--- src/rtl/caxi4interconnect_slave_slot_arbiter_if.sv ---
// Request/grant bundle between the master-control instances and the slave-slot arbiter.
// The "slave" modport is taken by the arbiter; the "master" modport is the requesting side.
interface caxi4interconnect_slave_slot_arbiter_if #(
  parameter int NUM_MASTERS       = 4,
  parameter int NUM_MASTERS_WIDTH = 2,
  parameter int NUM_SLAVES        = 4,
  parameter int NUM_SLAVES_WIDTH  = 2
);
  logic [NUM_MASTERS-1:0]                  masterValidQual;
  logic [NUM_MASTERS*NUM_SLAVES_WIDTH-1:0] masterSlaveID;
  logic [NUM_SLAVES-1:0]                   slaveReady;
  logic                                    grantValid;
  logic [NUM_MASTERS-1:0]                  grantOneHot;
  logic [NUM_MASTERS_WIDTH-1:0]            grantMaster;
  logic [NUM_SLAVES_WIDTH-1:0]             grantSlaveID;
  logic [NUM_MASTERS-1:0]                  openTransInc;

  modport master (
    output masterValidQual, masterSlaveID, slaveReady,
    input  grantValid, grantOneHot, grantMaster, grantSlaveID, openTransInc
  );

  modport slave (
    input  masterValidQual, masterSlaveID, slaveReady,
    output grantValid, grantOneHot, grantMaster, grantSlaveID, openTransInc
  );
endinterface

--- src/rtl/caxi4interconnect_slave_slot_arbiter.sv ---
// Round-robin arbiter sharing one slave-side address slot between NUM_MASTERS masters.
// Holds each grant until the target slave accepts, then pulses openTransInc to the winner.
module caxi4interconnect_slave_slot_arbiter #(
  parameter int NUM_MASTERS       = 4,
  parameter int NUM_MASTERS_WIDTH = 2,
  parameter int NUM_SLAVES        = 4,
  parameter int NUM_SLAVES_WIDTH  = 2
) (
  input  logic                                 sysClk_i,
  input  logic                                 sysReset_i,
  caxi4interconnect_slave_slot_arbiter_if.slave slotBus
);

  typedef enum logic {IDLE, GRANT} state_t;

  state_t                        state_q, state_d;
  logic [NUM_MASTERS_WIDTH-1:0]  rrPtr_q, rrPtr_d;
  logic [NUM_MASTERS_WIDTH-1:0]  grantMaster_q, grantMaster_d;
  logic [NUM_SLAVES_WIDTH-1:0]   grantSlaveID_q, grantSlaveID_d;

  logic                          grantValid;
  logic [NUM_MASTERS-1:0]        grantOneHot;
  logic [NUM_MASTERS-1:0]        openTransInc;
  logic [NUM_MASTERS-1:0]        reqMasked;
  logic [NUM_SLAVES-1:0]         slaveReadyVec;
  logic [NUM_MASTERS_WIDTH-1:0]  searchBase;
  logic [NUM_MASTERS_WIDTH-1:0]  winner;
  logic [NUM_SLAVES_WIDTH-1:0]   winnerSlaveID;
  logic                          anyReq;
  logic                          accept;
  logic                          withdraw;

  assign slaveReadyVec = slotBus.slaveReady;
  assign grantValid    = (state_q == GRANT);
  assign grantOneHot   = grantValid ? (NUM_MASTERS'(1) << grantMaster_q) : '0;

  // The accept is combinational so the master sees its pulse in the accept cycle itself.
  assign accept   = grantValid && !sysReset_i && slaveReadyVec[grantSlaveID_q]
                    && slotBus.masterValidQual[grantMaster_q];
  assign withdraw = grantValid && !slotBus.masterValidQual[grantMaster_q];

  assign openTransInc = accept ? grantOneHot : '0;

  // A master whose transaction is accepted this cycle does not compete for the next slot.
  assign reqMasked  = slotBus.masterValidQual & ~openTransInc;
  assign anyReq     = |reqMasked;
  assign searchBase = grantValid ? grantMaster_q : rrPtr_q;

  // Descending scan so the closest requester after searchBase is written last and wins.
  always_comb begin
    winner = '0;
    for (int i = NUM_MASTERS; i >= 1; i--) begin
      if (reqMasked[(int'(searchBase) + i) % NUM_MASTERS]) begin
        winner = NUM_MASTERS_WIDTH'((int'(searchBase) + i) % NUM_MASTERS);
      end
    end
  end

  assign winnerSlaveID =
    slotBus.masterSlaveID[int'(winner)*NUM_SLAVES_WIDTH +: NUM_SLAVES_WIDTH];

  always_comb begin
    state_d        = state_q;
    rrPtr_d        = rrPtr_q;
    grantMaster_d  = grantMaster_q;
    grantSlaveID_d = grantSlaveID_q;
    unique case (state_q)
      IDLE: begin
        if (anyReq) begin
          state_d        = GRANT;
          grantMaster_d  = winner;
          grantSlaveID_d = winnerSlaveID;
        end
      end
      GRANT: begin
        if (accept) begin
          rrPtr_d = grantMaster_q;
          if (anyReq) begin
            grantMaster_d  = winner;
            grantSlaveID_d = winnerSlaveID;
          end else begin
            state_d        = IDLE;
            grantMaster_d  = '0;
            grantSlaveID_d = '0;
          end
        end else if (withdraw) begin
          state_d        = IDLE;
          grantMaster_d  = '0;
          grantSlaveID_d = '0;
        end
      end
      default: state_d = IDLE;
    endcase
  end

  // Pointer resets to the last master so master 0 is searched first.
  always_ff @(posedge sysClk_i) begin
    if (sysReset_i) begin
      state_q        <= IDLE;
      rrPtr_q        <= NUM_MASTERS_WIDTH'(NUM_MASTERS - 1);
      grantMaster_q  <= '0;
      grantSlaveID_q <= '0;
    end else begin
      state_q        <= state_d;
      rrPtr_q        <= rrPtr_d;
      grantMaster_q  <= grantMaster_d;
      grantSlaveID_q <= grantSlaveID_d;
    end
  end

  assign slotBus.grantValid   = grantValid;
  assign slotBus.grantOneHot  = grantOneHot;
  assign slotBus.grantMaster  = grantValid ? grantMaster_q : '0;
  assign slotBus.grantSlaveID = grantValid ? grantSlaveID_q : '0;
  assign slotBus.openTransInc = openTransInc;

endmodule

--- src/flat_wrapper.sv ---
// flat-port wrapper written by rule: the top's interface ports become plain ports
module caxi4interconnect_slave_slot_arbiter_flat 
#(
  parameter int NUM_MASTERS       = 4,
  parameter int NUM_MASTERS_WIDTH = 2,
  parameter int NUM_SLAVES        = 4,
  parameter int NUM_SLAVES_WIDTH  = 2
)
  (sysClk_i, sysReset_i, slotBus_masterValidQual, slotBus_masterSlaveID, slotBus_slaveReady, slotBus_grantValid, slotBus_grantOneHot, slotBus_grantMaster, slotBus_grantSlaveID, slotBus_openTransInc);
  caxi4interconnect_slave_slot_arbiter_if #(.NUM_MASTERS(NUM_MASTERS), .NUM_MASTERS_WIDTH(NUM_MASTERS_WIDTH), .NUM_SLAVES(NUM_SLAVES), .NUM_SLAVES_WIDTH(NUM_SLAVES_WIDTH)) slotBus_i ();
  input  logic sysClk_i;
  input  logic sysReset_i;
  input wire logic [$bits(slotBus_i.masterValidQual)-1:0] slotBus_masterValidQual;
  input wire logic [$bits(slotBus_i.masterSlaveID)-1:0] slotBus_masterSlaveID;
  input wire logic [$bits(slotBus_i.slaveReady)-1:0] slotBus_slaveReady;
  output wire logic [$bits(slotBus_i.grantValid)-1:0] slotBus_grantValid;
  output wire logic [$bits(slotBus_i.grantOneHot)-1:0] slotBus_grantOneHot;
  output wire logic [$bits(slotBus_i.grantMaster)-1:0] slotBus_grantMaster;
  output wire logic [$bits(slotBus_i.grantSlaveID)-1:0] slotBus_grantSlaveID;
  output wire logic [$bits(slotBus_i.openTransInc)-1:0] slotBus_openTransInc;
  assign slotBus_i.masterValidQual = slotBus_masterValidQual;
  assign slotBus_i.masterSlaveID = slotBus_masterSlaveID;
  assign slotBus_i.slaveReady = slotBus_slaveReady;
  assign slotBus_grantValid = slotBus_i.grantValid;
  assign slotBus_grantOneHot = slotBus_i.grantOneHot;
  assign slotBus_grantMaster = slotBus_i.grantMaster;
  assign slotBus_grantSlaveID = slotBus_i.grantSlaveID;
  assign slotBus_openTransInc = slotBus_i.openTransInc;
  caxi4interconnect_slave_slot_arbiter #(.NUM_MASTERS(NUM_MASTERS), .NUM_MASTERS_WIDTH(NUM_MASTERS_WIDTH), .NUM_SLAVES(NUM_SLAVES), .NUM_SLAVES_WIDTH(NUM_SLAVES_WIDTH)) u_core (.sysClk_i(sysClk_i), .sysReset_i(sysReset_i), .slotBus(slotBus_i));
endmodule
--- config.mk ---
export PLATFORM = sky130hd
export DESIGN_NAME = caxi4interconnect_slave_slot_arbiter_flat
export DESIGN_NICKNAME = d
export VERILOG_FILES = /design/src/rtl/caxi4interconnect_slave_slot_arbiter_if.sv /design/src/rtl/caxi4interconnect_slave_slot_arbiter.sv /design/src/flat_wrapper.sv
export SDC_FILE = /design/constraint.sdc
export NUM_CORES = 1
export LEC_CHECK = 0
export CORE_ASPECT_RATIO = 1.4
export CORE_MARGIN = 10
export CORE_UTILIZATION = 38
export CTS_BUF_LIST = sky130_fd_sc_hd__clkbuf_16
export CTS_CLUSTER_SIZE = 28
export DETAILED_ROUTE_END_ITERATION = 12
export PLACE_DENSITY_LB_ADDON = 0.25
export RECOVER_POWER = 50
export SETUP_SLACK_MARGIN = 0.5
export SLEW_MARGIN = 25
export SYNTH_ARGS = -nofsm -noshare
export SYNTH_HDL_FRONTEND = slang
export SYNTH_SLANG_ARGS = --single-unit
export TNS_END_PERCENT = 30
--- constraint.sdc ---
create_clock -name sysClk_i -period 1.8 [get_ports sysClk_i]
set_input_delay 0.18 -clock sysClk_i [delete_from_list [all_inputs] [get_ports sysClk_i]]
set_output_delay 0.18 -clock sysClk_i [all_outputs]
set_load 0.03 [all_outputs]
* Word level (Yosys, flattened, before mapping) *
Cells that the tools add are included.

word-level totals
  register bits after elaboration = 7
  logic and storage cells = 76

cells by class
  $add $sub $neg = 4
  order comparisons = 6
  eq/ne operators = 2
  shifts and indexed selects = 2
  mux-type cells = 38
  bitwise gates (word level) = 7
  reductions and logical operators = 13

operator list
  operator                                                                       number
  2-bit two-way mux                                                              14
  3-bit by 4-bit less-than comparator with 1-bit output (second input constant)  4
  1-bit two-way mux                                                              13
  1-bit binary-select mux with 2-bit select                                      6
  4-bit two-way mux                                                              2
  2-bit case mux with 2 select lines                                             2
  2-bit OR reduction                                                             4
  8-bit by 4-bit indexed part select with 2-bit output                           1
  2-bit by 3-bit less-than comparator with 1-bit output (second input constant)  2
  2-bit by 1-bit adder with 2-bit output (second input constant)                 2
  2-bit adder (second input constant)                                            2
  1-bit AND (first input constant)                                               4
  4-bit AND                                                                      1
  1-bit logical AND                                                              4
  4-bit NOT                                                                      1
  2-bit AND reduction                                                            2
  4-bit OR reduction                                                             1
  1-bit by 2-bit << shifter with 4-bit output (first input constant)             1
  3-bit != test (second input constant)                                          1
  1-bit logical NOT                                                              2
  2-bit by 1-bit != test with 1-bit output (second input constant)               1
  1-bit case mux with 2 select lines                                             1
  1-bit NOT                                                                      1

* Longest topological paths before layout *
  depth in word-level cells = 18
  depth in mapped cells = 8

* Worst setup path after synthesis *
OpenSTA, ideal clock, no wires.

  path kind = register to register
  start point = register u_core.state_q, in the netlist u_core.slotBus.grantValid
  end point = register u_core.grantSlaveID_q[1]
  library setup time = 0.117 ns
  arrival = 2.482 ns
  slack = -0.799 ns
  stages on the path, launching flop included = 9
  path buffers = 1
  clock period less this slack = 2.599 ns
  cell sequence = dfxtp_1 > clkbuf_1 > nor3b_1 > o21ai_0 > nand2_1 > a32oi_4 > mux2i_1 > mux2i_1 > a22o_1

on the way
  elaborated cells on any way between the ends = 39

RTL lines
  item                                                   line                                         source
  start, declared                                        caxi4interconnect_slave_slot_arbiter.sv:16   state_t state_q, state_d;
  start signal, assigned                                 caxi4interconnect_slave_slot_arbiter.sv:104  state_q <= state_d;
  4-bit two-way mux (*)                                  caxi4interconnect_slave_slot_arbiter.sv:35   assign grantOneHot = grantValid ? (NUM_MASTERS'(1) << grantMaster_q) : '0;
  net slotBus_grantOneHot[0]                             flat_wrapper.sv:17                           output wire logic [$bits(slotBus_i.grantOneHot)-1:0] slotBus_grantOneHot;
  4-bit two-way mux (*)                                  caxi4interconnect_slave_slot_arbiter.sv:42   assign openTransInc = accept ? grantOneHot : '0;
  4-bit NOT (*)                                          caxi4interconnect_slave_slot_arbiter.sv:45   assign reqMasked = slotBus.masterValidQual & ~openTransInc;
  4-bit AND (*)                                          caxi4interconnect_slave_slot_arbiter.sv:45
  1-bit binary-select mux with 2-bit select              caxi4interconnect_slave_slot_arbiter.sv:53   if (reqMasked[(int'(searchBase) + i) % NUM_MASTERS]) begin
  1-bit two-way mux (not written as such) (2 in series)  caxi4interconnect_slave_slot_arbiter.sv:53
  2-bit two-way mux (4 in series)                        caxi4interconnect_slave_slot_arbiter.sv:53
  8-bit by 4-bit indexed part select with 2-bit output   caxi4interconnect_slave_slot_arbiter.sv:60   slotBus.masterSlaveID[int'(winner)*NUM_SLAVES_WIDTH +: NUM_SLAVES_WIDTH];
  2-bit two-way mux                                      caxi4interconnect_slave_slot_arbiter.sv:78   if (anyReq) begin
  2-bit two-way mux                                      caxi4interconnect_slave_slot_arbiter.sv:76   if (accept) begin
  2-bit case mux with 2 select lines                     caxi4interconnect_slave_slot_arbiter.sv:67   unique case (state_q)
  end signal, assigned                                   caxi4interconnect_slave_slot_arbiter.sv:107  grantSlaveID_q <= grantSlaveID_d;
  end, declared                                          caxi4interconnect_slave_slot_arbiter.sv:19   logic [NUM_SLAVES_WIDTH-1:0] grantSlaveID_q, grantSlaveID_d;

Mark *: on every way through the listed nets, which the timed path passes. The rest lies on a longest branch. The select of a mux whose other input is x is not followed.
A chain may end at the register's enable or synchronous reset.

* Final worst setup path *
  start point = register u_core.grantSlaveID_q[0]
  end point = register u_core.grantSlaveID_q[1]

on the way
  cells in the longest elaborated chain, start to end = 18
  elaborated cells on any way between the ends = 32

RTL lines
  item                                                   line                                        source
  1-bit binary-select mux with 2-bit select (*)          caxi4interconnect_slave_slot_arbiter.sv:38  assign accept = grantValid && !sysReset_i && slaveReadyVec[grantSlaveID_q]
  1-bit two-way mux (not written as such) (*)            caxi4interconnect_slave_slot_arbiter.sv:38
  1-bit logical AND (*)                                  caxi4interconnect_slave_slot_arbiter.sv:38
  1-bit logical AND (*)                                  caxi4interconnect_slave_slot_arbiter.sv:39  && slotBus.masterValidQual[grantMaster_q];
  4-bit two-way mux                                      caxi4interconnect_slave_slot_arbiter.sv:42
  4-bit NOT                                              caxi4interconnect_slave_slot_arbiter.sv:45
  4-bit AND                                              caxi4interconnect_slave_slot_arbiter.sv:45
  1-bit binary-select mux with 2-bit select              caxi4interconnect_slave_slot_arbiter.sv:53
  1-bit two-way mux (not written as such) (2 in series)  caxi4interconnect_slave_slot_arbiter.sv:53
  2-bit two-way mux (4 in series)                        caxi4interconnect_slave_slot_arbiter.sv:53
  8-bit by 4-bit indexed part select with 2-bit output   caxi4interconnect_slave_slot_arbiter.sv:60
  2-bit two-way mux                                      caxi4interconnect_slave_slot_arbiter.sv:78
  2-bit two-way mux                                      caxi4interconnect_slave_slot_arbiter.sv:76
  2-bit case mux with 2 select lines                     caxi4interconnect_slave_slot_arbiter.sv:67

Mark *: on every way between the ends. The rest lies on a longest branch, timed or not. The select of a mux whose other input is x is not followed.

==> impl_metrics.env <==
export IMPL_status="complete, but fails checks"
export IMPL_violations="negative setup slack"
export IMPL_wl_per_cell_um=16.4
export IMPL_setup_violations=9
export IMPL_power_density_nw_per_um2=699
export IMPL_cts_root_buffer="clkbuf_16"
export IMPL_cp_arrival_ns=2.15
export IMPL_clock_fmax_mhz=491
export IMPL_endpoint_kind="flop"
export IMPL_ir_drop_mv=0.641
export IMPL_synth_seq_cells=7
export IMPL_hold_class="reg -> reg"
export IMPL_netlist_instances=89
export IMPL_drive_gt1_frac=0.452
export IMPL_criticalPathCategory="reg -> reg"
export IMPL_most_common_layout_cells="buf_4 (28), clkdlybuf4s50_1 (14), buf_6 (10), mux2i_1 (9)"
export IMPL_clk_pin_slew_worst_paths_ns=0.04
export IMPL_ant_nets=0
export IMPL_grt_overflow=0
export IMPL_drc=0
export IMPL_clock_sinks=7
export IMPL_drt_first_pass_iters=4
export IMPL_vias=927
export IMPL_die_area_um2=4230
export IMPL_antenna_found_initial=0
export IMPL_place_hpwl_um=2130
export IMPL_ys_seq_area_frac=0.184
export IMPL_slew_headroom=0.747
export IMPL_num_antenna_cells=0
export IMPL_synth_top_cell_area_share=0.184
export IMPL_finClkSkew_ns=0.000383
export IMPL_drt_iter0_drc=31
export IMPL_drv_slew=0
export IMPL_multi_input_area_um2=623
export IMPL_period_minus_slack_ns=2.03
export IMPL_ys_async_sr_fraction=0
export IMPL_io_buffers=30
export IMPL_synth_edf_count=0
export IMPL_final_setup_worst_slack_ns=-0.235
export IMPL_power_leakage_nw=0.644
export IMPL_die_x_um=57.9
export IMPL_worstPathRequired_ns=1.92
export IMPL_critPathSlowestCell="or3b_4"
export IMPL_synth_area_top_cells="dfxtp_1 (18%), mux2i_1 (12%), and2_1 (4.1%)"
export IMPL_ys_warn_count=0
export IMPL_nNetsFinal=165
export IMPL_min_period_over_period=1.13
export IMPL_crit_path_max_fanout=5
export IMPL_path_common_cell="mux2i_1"
export IMPL_die_h_um=73.0
export IMPL_final_hold_violation_count=0
export IMPL_yosysTopAreaCell="dfxtp_1"
export IMPL_place_congestion=0.889
export IMPL_numCtsBuffers=3
export IMPL_initial_utilization=0.392
export IMPL_critPathMaxStageDelay_ns=0.38
export IMPL_seqCellArea_um2=149
export IMPL_clk_insertion_delay_late_ns=0.23
export IMPL_rsz0062_at_grt="yes"
export IMPL_fill_cells=163
export IMPL_clock_path_buffers=2
export IMPL_core_um2=1950
export IMPL_holdWs_ns=0.519
export IMPL_htree_levels=1
export IMPL_grt_pass1_vias=987
export IMPL_wl_um=2740
export IMPL_fin_util=0.724
export IMPL_grt_max_degree=13
export IMPL_ys_flop_type="dfxtp_1"
export IMPL_tightest_slew_ns=0.382
export IMPL_grt_use_total=0.135
export IMPL_maxCapViolations=0
export IMPL_path_delay_family="compound AO/OA/AOI/OAI gates"
export IMPL_placementRows=19
export IMPL_critPathBufInv=0
export IMPL_path_cells="or3b_4 -> o22ai_4 -> a31oi_4 -> a32oi_4 -> mux2i_1 -> mux2i_1 -> a22o_1"
export IMPL_ys_types=44
export IMPL_syn_area_per_cell_um2=8.58
export IMPL_cts_tree="yes"
export IMPL_viasPerCell=5.55
export IMPL_grt_pass1_wl_um=4550
export IMPL_synth_net_count=107
export IMPL_final_common_cell="buf_4"
export IMPL_start_kind="flop"
export IMPL_syn2layout_area_growth_pct=84.9
export IMPL_netlist_area_um2=763
export IMPL_postCtsHoldBufs=0
export IMPL_ios=31
## sequential cells by signal, indices dropped and copies added (netlist names)
signal / cells
u_core.grantMaster_q: 2
u_core.grantSlaveID_q: 2
u_core.rrPtr_q: 2
u_core.slotBus.grantValid: 1
## worst reg2reg max path, cell delays in order (launching register included)
cell and delay, ns:
dfxtp_4 0.34, or3b_4 0.38, o22ai_4 0.20, a31oi_4 0.15
a32oi_4 0.30, mux2i_1 0.23, mux2i_1 0.10, a22o_1 0.22
## Yosys cell counts, types with 2 or more instances
cell,number
and3_2,2
dfxtp_1,7
inv_1,6
nor3b_1,2
nand2b_1,2
a21oi_1,3
and2_1,5
a22o_1,3
nor2b_1,3
nand2_1,7
mux2_2,2
o21ai_0,3
buf_2,2
nor2_1,2
mux2i_1,9
clkbuf_1,3
## repair_timing
action	4_1_cts	5_1_grt
setup buffers	2	0
gates cloned	0	0
setup endpoints to repair	20	19
endpoints found under the hold margin	0	0
resized for setup	54	4
pin swaps	8	4
## final timing paths
kind / slack, ns / cells after the start / to / start
worst max register to register: -0.23 / 7 / u_core.grantSlaveID_q[1] / u_core.grantSlaveID_q[0]
worst min register to register: 0.52 / 1 / u_core.grantSlaveID_q[1] / u_core.grantSlaveID_q[1]
worst min-delay path: 0.52 / 1 / u_core.grantSlaveID_q[1] / u_core.grantSlaveID_q[1]
worst max-delay path: -0.23 / 7 / u_core.grantSlaveID_q[1] / u_core.grantSlaveID_q[0]
## stage by stage
stage	area (µm²)	setup TNS [ns]	std cells	total power [mW]	worst slack (ns)
after floorplan	810	-1.15	89	0.429	-0.289
after global placement	1290	-3.37	161	0.595	-0.502
after detailed placement	1290	-3.75	161	0.603	-0.551
after CTS	1420	-1.55	167	1.00	-0.300
after global routing	1410	-2.07	167	1.05	-0.301
final	1410	-1.35	167	0.986	-0.235
## per-layer routing
layer  share of wire  wire length [µm]  vias to the layer above  GRT usage
met1            0.38              1030                      440      0.136
met2            0.55              1520                       28      0.238
li1                -                 -                      451          -
met5               0                 0                        -          0
met4           0.030                83                        0     0.0838
met3           0.040               110                        8     0.0348
## kinds of logic after synthesis
group | after synthesis | synth area share
AND/OR/NAND/NOR | 33 | 0.259
AO/OA/AOI/OAI | 25 | 0.315
multiplexers | 12 | 0.177
buffers and inverters | 12 | 0.0656
flip-flops | 7 | 0.184
## power breakdown
group          total, mW  switching (mW)  leakage, nW  internal (mW)
logic              0.424           0.204        0.543          0.220
registers          0.190          0.0151       0.0591          0.175
clock network      0.373          0.0843       0.0423          0.289
total              0.986           0.303        0.644          0.683
## area by class of cell
class / instances / area share
Clock buffer: 3 / 0.0532
Sequential cell: 7 / 0.105
Inverter: 7 / 0.0204
Timing Repair Buffer: 58 / 0.358
Tap cell: 21 / 0.0186
Clock inverter: 1 / 0.00266
Multi-Input combinational cell: 70 / 0.441
Power figures use the tool's default switching activity.
